**src/rtl/addertree_sched.sv**
```systemverilog
// Two-requester round-robin front end sharing one pipelined adder tree.
// Credit-based issue guarantees every in-flight sum has a result FIFO slot.

module addertree #(
    parameter int Elements = 4,
    parameter int NBitsIn  = 8,
    parameter int NBitsOut = 10,
    parameter int Latency  = 2
) (
    input  logic                                clk,
    input  logic [Elements-1:0][NBitsIn-1:0]    vec,
    output logic signed [NBitsOut-1:0]          sum
);
    localparam int P = 1 << Latency;

    logic signed [NBitsOut-1:0] ext [P];

    // Pad to a power of two so every level is a clean pairwise reduction.
    for (genvar i = 0; i < P; i++) begin : g_ext
        if (i < Elements) begin : g_used
            assign ext[i] = NBitsOut'($signed(vec[i]));
        end else begin : g_pad
            assign ext[i] = '0;
        end
    end

    for (genvar l = 0; l < Latency; l++) begin : g_lvl
        localparam int N = P >> (l + 1);
        logic signed [NBitsOut-1:0] src  [2*N];
        logic signed [NBitsOut-1:0] node [N];
        if (l == 0) begin : g_first
            assign src = ext;
        end else begin : g_next
            assign src = g_lvl[l-1].node;
        end
        always_ff @(posedge clk) begin
            for (int n = 0; n < N; n++) node[n] <= src[2*n] + src[2*n+1];
        end
    end

    assign sum = g_lvl[Latency-1].node[0];
endmodule

module addertree_sched #(
    parameter int Elements  = 4,
    parameter int NBitsIn   = 8,
    parameter int NBitsOut  = 10,
    parameter int FifoDepth = 4
) (
    input  logic                                clk_in,
    input  logic                                rst_in,
    input  logic [1:0]                          req_valid_in,
    input  logic [Elements-1:0][NBitsIn-1:0]    req0_vec_in,
    input  logic [Elements-1:0][NBitsIn-1:0]    req1_vec_in,
    output logic [1:0]                          req_ready_out,
    output logic                                res_valid_out,
    input  logic                                res_ready_in,
    output logic signed [NBitsOut-1:0]          res_data_out,
    output logic                                res_id_out
);
    localparam int Latency = (Elements == 1) ? 1 : $clog2(Elements);
    localparam int AW      = $clog2(FifoDepth);
    localparam int CW      = AW + 1;

    logic [CW-1:0]   fifo_count, inflight_count;
    logic [CW:0]     used;
    logic            has_credit, any_valid, gid, accept, ptr;
    logic [Latency-1:0] tag_vld, tag_id;
    logic            tag_exit, pop;
    logic [AW-1:0]   wr_ptr, rd_ptr;
    logic [NBitsOut:0] mem [FifoDepth];
    logic [NBitsOut:0] head;
    logic [Elements-1:0][NBitsIn-1:0] tree_in;
    logic signed [NBitsOut-1:0] tree_out;

    // credit > 0  <=>  fifo_count + inflight_count < FifoDepth (registered counts only)
    assign used       = {1'b0, fifo_count} + {1'b0, inflight_count};
    assign has_credit = used < (CW+1)'(FifoDepth);
    assign any_valid  = |req_valid_in;
    assign gid        = (&req_valid_in) ? ptr : req_valid_in[1];

    always_comb begin
        req_ready_out = '0;
        if (!rst_in && any_valid && has_credit) req_ready_out[gid] = 1'b1;
    end

    assign accept  = |req_ready_out;
    assign tree_in = !accept ? '0 : (gid ? req1_vec_in : req0_vec_in);

    addertree #(
        .Elements (Elements),
        .NBitsIn  (NBitsIn),
        .NBitsOut (NBitsOut),
        .Latency  (Latency)
    ) u_tree (
        .clk (clk_in),
        .vec (tree_in),
        .sum (tree_out)
    );

    assign tag_exit = tag_vld[Latency-1];
    assign pop      = res_valid_out & res_ready_in;

    // Tag ids ride alongside the unreset tree data; only the valids need clearing.
    always_ff @(posedge clk_in) begin
        tag_id[0] <= gid;
        for (int k = 1; k < Latency; k++) tag_id[k] <= tag_id[k-1];
    end

    always_ff @(posedge clk_in) begin
        if (tag_exit) mem[wr_ptr] <= {tag_id[Latency-1], tree_out};
    end

    always_ff @(posedge clk_in or posedge rst_in) begin
        if (rst_in) begin
            tag_vld        <= '0;
            inflight_count <= '0;
            fifo_count     <= '0;
            wr_ptr         <= '0;
            rd_ptr         <= '0;
            ptr            <= 1'b0;
        end else begin
            tag_vld[0] <= accept;
            for (int k = 1; k < Latency; k++) tag_vld[k] <= tag_vld[k-1];
            if (accept) ptr <= ~gid;
            case ({accept, tag_exit})
                2'b10:   inflight_count <= inflight_count + CW'(1);
                2'b01:   inflight_count <= inflight_count - CW'(1);
                default: inflight_count <= inflight_count;
            endcase
            case ({tag_exit, pop})
                2'b10:   fifo_count <= fifo_count + CW'(1);
                2'b01:   fifo_count <= fifo_count - CW'(1);
                default: fifo_count <= fifo_count;
            endcase
            if (tag_exit) wr_ptr <= wr_ptr + AW'(1);
            if (pop)      rd_ptr <= rd_ptr + AW'(1);
        end
    end

    assign head          = mem[rd_ptr];
    assign res_valid_out = fifo_count != '0;
    assign res_data_out  = res_valid_out ? head[NBitsOut-1:0] : '0;
    assign res_id_out    = res_valid_out & head[NBitsOut];
endmodule

```
**config.mk**
```make
export PLATFORM = sky130hd
export DESIGN_NAME = addertree_sched
export DESIGN_NICKNAME = d
export VERILOG_FILES = /design/src/rtl/addertree_sched.sv
export SDC_FILE = /design/constraint.sdc
export NUM_CORES = 1
export LEC_CHECK = 0
export ABC_AREA = 1
export BUFFER_PORTS_ARGS = -buffer_cell sky130_fd_sc_hd__buf_2
export CORE_MARGIN = 2
export CORE_UTILIZATION = 51
export DETAILED_ROUTE_END_ITERATION = 7
export PLACE_DENSITY = 0.83
export SYNTH_ARGS = -nofsm -noshare
export SYNTH_HDL_FRONTEND = slang
export SYNTH_SLANG_ARGS = --single-unit
```
**constraint.sdc**
```tcl
create_clock -name clk_in -period 2.35 [get_ports clk_in]
set_input_delay 0.1175 -clock clk_in [delete_from_list [all_inputs] [get_ports clk_in]]
set_output_delay 0.1175 -clock clk_in [all_outputs]
set_load 0.03 [all_outputs]
```
==> reports/summary.txt, run 1 <==
status = complete, but fails checks
failing checks = setup timing
Peak supply drop = 0.000486 V
PD cells = 1160 mW/mm^2
Leak Pwr = 3.12 nW
row count = 35
layout net count = 812
gp weighted congestion = 0.843
most frequent cells in the layout = nand2_1, buf_2, inv_1
post-synthesis register bit count = 87
max-cap violations = 0
Non-Filler Instances = 839
number of routed nets with antenna violations = 0
sequential share of the synthesized area = 46.2%
Comb pwr share = 52.4%
Tightest Pin Transition = 0.521 ns
Sequential Power Share = 33.4%
cell count after synthesis = 599
Die H = 102 um
Routed WL = 11.6 mm
DR pass1 iterations = 5
asr flop ratio synth = 14.9%
most common cell after layout, fill and taps aside = nand2_1
global-route wire length before repair = 16.6 mm
area of the multi-input gates = 0.00253 sq mm
Worst setup EP type = flop
CTS tree = built
H-tree Lvls = 3
clk slew on worst S/H paths = 0.10 ns
IO buf count = 82
setup ws final = -0.130 ns
placed cell area = 0.00541 sq mm
Skew-Pair Late Insertion Delay = 0.37 ns
# fillers = 713
synth warn = 0
Worst EP arrival = 2.73 ns
die width = 102 um
vias in the first global route = 3,925
Post-synth EDFFs = 44
Top Layer Used = met4
crit path kind = flop to flop
worst-case clock buffer depth = 2
Distinct cells, synth = 29
met2 WL post-DR = 6.09 mm
total track usage = 20.5%
Fin Hold WS = 0.133 ns
Synth Area per Inst = 8.12 sq um
crit path launch type = flop
RSZ-0062 raised after global routing = true
Max Slew Vio Count = 0
Fmax achieved = 403 MHz
Syn-to-layout area delta = 26.6%
Post-Place Setup Slack = -0.0683 ns
Synth Flop Type = edfxtp_1
Cell Int Power = 3.99 mW
required time of the critical path = 2.60 ns
Inst Count DP = 803
hold violation count in the final report = 0
layout cells sized above 1 = 30.3%
Remaining DRCs = 0
clk_skew = 0.0128 ns
DRT met1 WL = 4.39 mm
DR WL/cell = 13.8 um
Clock Sink Count = 87
Sw Ratio = 44.0%
Synth Net Count = 706
Diodes inserted = 0
TritonCTS buffer count = 9
overflow left after global routing = 0
core area = 0.00924 sq mm
DR iter-0 viols = 220
initial core utilization = 52.6%
worst-path fanout max = 6
min Tclk post-route = 2.48 ns
Hold Path Class = input port to flop
register area = 0.00225 sq mm
Final setup viols = 10
largest net degree at the start of global routing = 34
slew margin rel. = 65.3%
met3 WL = 627 um
Net Switching = 3.14 mW
Die ar. = 0.0103 sq mm
post-synthesis cell area = 0.00486 sq mm
Root Buffer = clkbuf_8
initial antenna violation count = 0
Tcrit/Tclk final = 106%
vias = 4,223
Clock power frac = 14.2%
post-DP HPWL = 7.30 mm
final instance area = 0.00615 sq mm
Ports = 83
vias per cell = 5.03
==> logic make-up (layout without fill, tap and decap cells) <==
logic type                 count (synthesis)  count (layout)  share of synthesized area (%)
adders and majority gates                 38              38                           10.6
xor gates and xnor gates                  17              17                           3.06
AOI/OAI and AO/OA                         62              62                           6.69
and+or+nand+nor                          296             297                           24.7
buffers and inverters                     99             209                           8.75
DFF                                       87              87                           46.2
==> layer usage <==
| metal | vias up | global-route usage [%] |
|---|---|---|
| li1 | 2103 | - |
| met1 | 1898 | 21.8 |
| met2 | 177 | 39.8 |
| met3 | 45 | 3.31 |
| met4 | 0 | 8.11 |
| met5 | - | 0 |
==> worst paths after layout <==
path	from	to	slack, ns	cells after the start
max in group asynchronous	rst_in	inflight_count[0]$_DFFE_PP0P_	1.69	3
min in group asynchronous	rst_in	wr_ptr[1]$_DFFE_PP0P_	0.33	3
worst min register to register	tag_id[0]$_DFF_P_	tag_id[1]$_DFF_P_	0.34	0
worst max-delay path	inflight_count[2]$_DFFE_PP0P_	u_tree.g_lvl[0].node[7]$_DFF_P_	-0.13	14
worst min-delay path	res_ready_in	rd_ptr[0]$_DFFE_PP0P_	0.13	4
worst max register to register	inflight_count[2]$_DFFE_PP0P_	u_tree.g_lvl[0].node[7]$_DFF_P_	-0.13	14
==> worst max-delay path, stage by stage (launching register included) <==
cell	delay [ns]
dfrtp_1	0.40
ha_1	0.31
nor2_2	0.17
nand2_4	0.11
buf_12	0.14
nor2_4	0.18
buf_4	0.15
nand2_1	0.06
inv_2	0.07
ha_4	0.23
a21oi_4	0.17
o21a_1	0.17
nand2_1	0.06
nand2_1	0.07
nand2_1	0.09
==> state kept, by name (all words and copies together), names as in the netlist <==
signal / count
fifo_count: 3
inflight_count: 3
mem: 44
ptr: 1
rd_ptr: 2
tag_id: 2
tag_vld: 2
u_tree.g_lvl.node: 28
wr_ptr: 2
==> through the flow <==
| step | TNS [ns] | total power [mW] | utilization, % |
|---|---|---|---|
| after floorplan | 0 | 4.62 | - |
| after global placement | 0 | 5.23 | 58.5 |
| after detailed placement | -0.121 | 5.42 | 58.5 |
| after CTS | -0.0186 | 6.49 | 61.1 |
| after global routing | -1.61 | 7.65 | 66.6 |
| final | -0.558 | 7.14 | 66.6 |
==> layout make-up <==
class | count | area share [%]
multi-input cells | 414 | 41.2
repair buffers | 112 | 11.5
well taps | 129 | 2.62
clock buffers | 9 | 2.01
inverters | 81 | 5.06
clock inverters | 7 | 1.12
flip-flops and latches | 87 | 36.5
==> cell usage after synthesis, drive strengths merged, types with 3 or more instances <==
library cell	instances	area share (%)
clkbuf	4	0.36
o21a	3	0.46
xor2	12	2.2
inv	81	6.3
nand3	24	2.6
a21oi	27	2.8
dfxtp	30	12
dfrtp	13	6.7
o21ai	32	3.4
buf	14	2.1
edfxtp	44	27
nand2	204	16
xnor2	5	0.90
ha	33	8.5
nand4	5	0.64
fa	5	2.1
nor2	60	5.0
==> power by group through the flow <==
stage,logic [mW],clock network (mW),registers [mW]
floorplan,2.32,0,2.30
global placement,2.85,0,2.37
global route,4.13,1.10,2.43
detailed placement,3.00,0,2.41
finish,3.74,1.01,2.38
CTS,3.09,1.02,2.38
==> timing repair <==
action | 4_1_cts | 5_1_grt
resized for setup | 2 | 101
setup endpoints to repair | 4 | 12
pin swaps | 1 | 40
hold buffers | 1 | 0
cloned | 1 | 1
setup buffers | 2 | 15
endpoints found under the hold margin | 13 | 0
(Power assumes the default switching activity.)
==> inputs of run 2 (changes only) <==
Settings changed: ABC_AREA 1 to 0, CORE_UTILIZATION 51 to 50, REMOVE_ABC_BUFFERS set to 1.
==> reports/summary.txt, run 2 <==
slew margin rel. = 62.7% (-2.6 points)
DR WL/cell = 13.6 um (-1.7%)
top-count cell post-synth = edfxtp_1
Die H = 96.3 um (-5.2%)
most common cell after layout, fill and taps aside = buf_2
initial antenna violation count = 0 (unchanged)
overflow left after global routing = 0 (unchanged)
failing checks = setup timing
final instance area = 0.00541 sq mm (-12%)
Peak supply drop = 0.000385 V (-21%)
die width = 96.3 um (-5.2%)
worst-case clock buffer depth = 2 (unchanged)
Leak Pwr = 2.41 nW (-23%)
Synth Flop Type = edfxtp_1
TritonCTS buffer count = 9 (unchanged)
Tightest Pin Transition = 0.560 ns (+0.0391 ns)
register area = 0.00225 sq mm (unchanged)
synth warn = 0 (unchanged)
status = complete, but fails checks
core area = 0.00826 sq mm (-11%)
PD cells = 1090 mW/mm^2 (-6.1%)
Worst EP arrival = 3.07 ns (+0.34 ns)
DR pass1 iterations = 4 (-1)
Tcrit/Tclk final = 120% (+15 points)
Max Slew Vio Count = 0 (unchanged)
Post-synth top cells = edfxtp_1, ha_1, a22o_1, dfxtp_1, inv_1
Inst Count DP = 535 (-33%)
Largest Register = mem
Diodes inserted = 0 (unchanged)
biggest regs = mem: 44 flops, u_tree.g_lvl.node: 28 flops
required time of the critical path = 2.59 ns (about the same)
post-DP HPWL = 5.80 mm (-21%)
crit path launch type = flop
Post-synth EDFFs = 44 (unchanged)
Comb pwr share = 45.9% (-6.5 points)
Net Switching = 2.11 mW (-33%)
vias in the first global route = 2,890 (-26%)
area of the multi-input gates = 0.00201 sq mm (-21%)
Fmax achieved = 354 MHz (-12%)
Clock power frac = 15.2% (+1.0 points)
# fillers = 599 (-16%)
number of routed nets with antenna violations = 0 (unchanged)
placed cell area = 0.00500 sq mm (-7.5%)
vias = 2,855 (-32%)
met2 WL post-DR = 4.01 mm (-34%)
post-synthesis register bit count = 87 (unchanged)
hold violation count in the final report = 0 (unchanged)
Post-Place Setup Slack = -0.661 ns (-0.593 ns)
DRT met1 WL = 3.11 mm (-29%)
Sw Ratio = 35.9% (-8.1 points)
Sequential Power Share = 38.9% (+5.5 points)
Top Layer Used = met4
H-tree Lvls = 3 (unchanged)
cell count after synthesis = 324 (-46%)
Synth Area per Inst = 13.1 sq um (+62%)
Worst setup EP type = flop
max-cap violations = 0 (unchanged)
vias per cell = 5.11 (+1.5%)
setup ws final = -0.475 ns (-0.345 ns)
most frequent cells in the layout = buf_2, edfxtp_1, buf_4
Yosys top cell by area = edfxtp_1
worst-path fanout max = 11 (+5)
Skew-Pair Late Insertion Delay = 0.35 ns (-0.02 ns)
DR iter-0 viols = 92 (-58%)
Hold Path Class = input port to flop
Final setup viols = 14 (+4)
crit path kind = flop to flop
CTS tree = built
sequential share of the synthesized area = 52.7% (+6.5 points)
max reg flops = 44 (unchanged)
post-synthesis cell area = 0.00426 sq mm (-12%)
total track usage = 18.0% (-2.5 points)
clk slew on worst S/H paths = 0.08 ns (-0.02 ns)
clk_skew = 0.00619 ns (-0.00659 ns)
Clock Sink Count = 87 (unchanged)
largest net degree at the start of global routing = 17 (-50%)
share of the synthesized area in the top cell type = 31.0% (+3.8 points)
Ports = 83 (unchanged)
Syn-to-layout area delta = 26.9%
Synth area leaders = edfxtp_1, dfxtp_1, ha_1
Distinct cells, synth = 44 (+52%)
layout net count = 556 (-32%)
Cell Int Power = 3.78 mW (-5.5%)
Root Buffer = clkbuf_8
asr flop ratio synth = 14.9% (unchanged)
Routed WL = 7.61 mm (-34%)
Remaining DRCs = 0 (unchanged)
min Tclk post-route = 2.83 ns (+0.345 ns)
global-route wire length before repair = 12.6 mm (-24%)
gp weighted congestion = 0.895 (+6.2%)
Post-Route Setup TNS = -4.11 ns (-3.55 ns)
IO buf count = 82 (unchanged)
initial core utilization = 51.6% (-1.0 points)
met3 WL = 343 um (-45%)
Non-Filler Instances = 559 (-33%)
row count = 33 (-5.7%)
Die ar. = 0.00927 sq mm (-10%)
layout cells sized above 1 = 40.3% (+10 points)
RSZ-0062 raised after global routing = true
-- run 2: cell count changes in the layout (fill, tap and decap cells not counted), moves of 14 or more --
cell and delta:
nand2_2 -19, o21ai_0 -24, a22o_1 +30, nor2_1 -44, buf_4 +15, inv_2 -18, inv_1 -40, and2_1 +17
nand3_1 -14, nand2_1 -174
-- run 2: metrics by stage --
stage | utilization, % | total power [mW] | hold slack [ns]
detailed placement | 60.6 | 4.84 | 0.186
global route | 65.5 | 6.35 | 0.0903
finish | 65.5 | 5.89 | 0.0988
CTS | 64.3 | 5.85 | 0.0674
floorplan | - | 4.03 | -0.00554
global placement | 60.6 | 4.72 | 0.178
-- run 2: worst paths after layout --
check                                          start                              end  slack [ns]  cells past startpoint
max in group asynchronous                     rst_in             tag_vld[1]$_DFF_PP0_        1.64                      3
max reg2reg                fifo_count[2]$_DFFE_PP0P_  u_tree.g_lvl[0].node[6]$_DFF_P_       -0.48                     14
min reg2reg                        tag_id[0]$_DFF_P_                tag_id[1]$_DFF_P_        0.35                      0
min                                  req_valid_in[0]                tag_id[0]$_DFF_P_         0.1                      2
min in group asynchronous                     rst_in        fifo_count[2]$_DFFE_PP0P_        0.37                      3
max                        fifo_count[2]$_DFFE_PP0P_  u_tree.g_lvl[0].node[6]$_DFF_P_       -0.48                     14
-- run 2: power by group through the flow --
stage	clock network, mW	logic [mW]	registers [mW]
floorplan	0	1.73	2.30
CTS	0.917	2.63	2.30
global placement	0	2.42	2.30
detailed placement	0	2.50	2.34
global route	0.973	3.02	2.35
finish	0.893	2.70	2.29
-- run 2: per-layer routing --
metal,up-vias,GRT usage (%)
met2,76,32.7
met4,0,7.86
met3,11,3.52
met1,1326,20.6
li1,1442,-
met5,-,0
-- run 2: cell families (layout without fill, tap and decap cells) --
kind of cell | count (synthesis) | after routing | synth area share (%)
flops | 87 | 87 | 52.7
compound gates | 72 | 72 | 12.7
simple gates | 57 | 57 | 7.05
fa+ha+maj | 38 | 38 | 12.0
buf+inv | 30 | 160 | 3.58
xor+xnor | 27 | 27 | 5.55
mux | 13 | 13 | 6.28
-- run 2: area by class of cell --
cell class	instances	share of cell area, %
flip-flops and latches	87	41.6
multi-input cells	207	37.2
repair buffers	124	14.2
well taps	105	2.43
clock buffers	10	2.36
inverters	20	1.39
clock inverters	6	0.856
-- run 2: critical path, cell delays in order, from the launching register on --
cell and delay [ns]:
dfrtp_1 0.39, ha_2 0.34, nor4_4 0.04, o211ai_2 0.10, buf_4 0.16, nor2_4 0.03, buf_12 0.15, a22o_1 0.23
ha_2 0.20, fa_2 0.34, a21o_1 0.19, a21oi_2 0.19, o21bai_1 0.08, a211oi_1 0.20, nor2_1 0.05
-- run 2: repair_timing --
action | CTS | global route
hold buffers | 1 | 0
endpoints found under the setup margin | 16 | 17
gates resized for setup | 27 | 13
pin swaps | 7 | 9
endpoints found under the hold margin | 13 | 0
setup buffers | 3 | 5
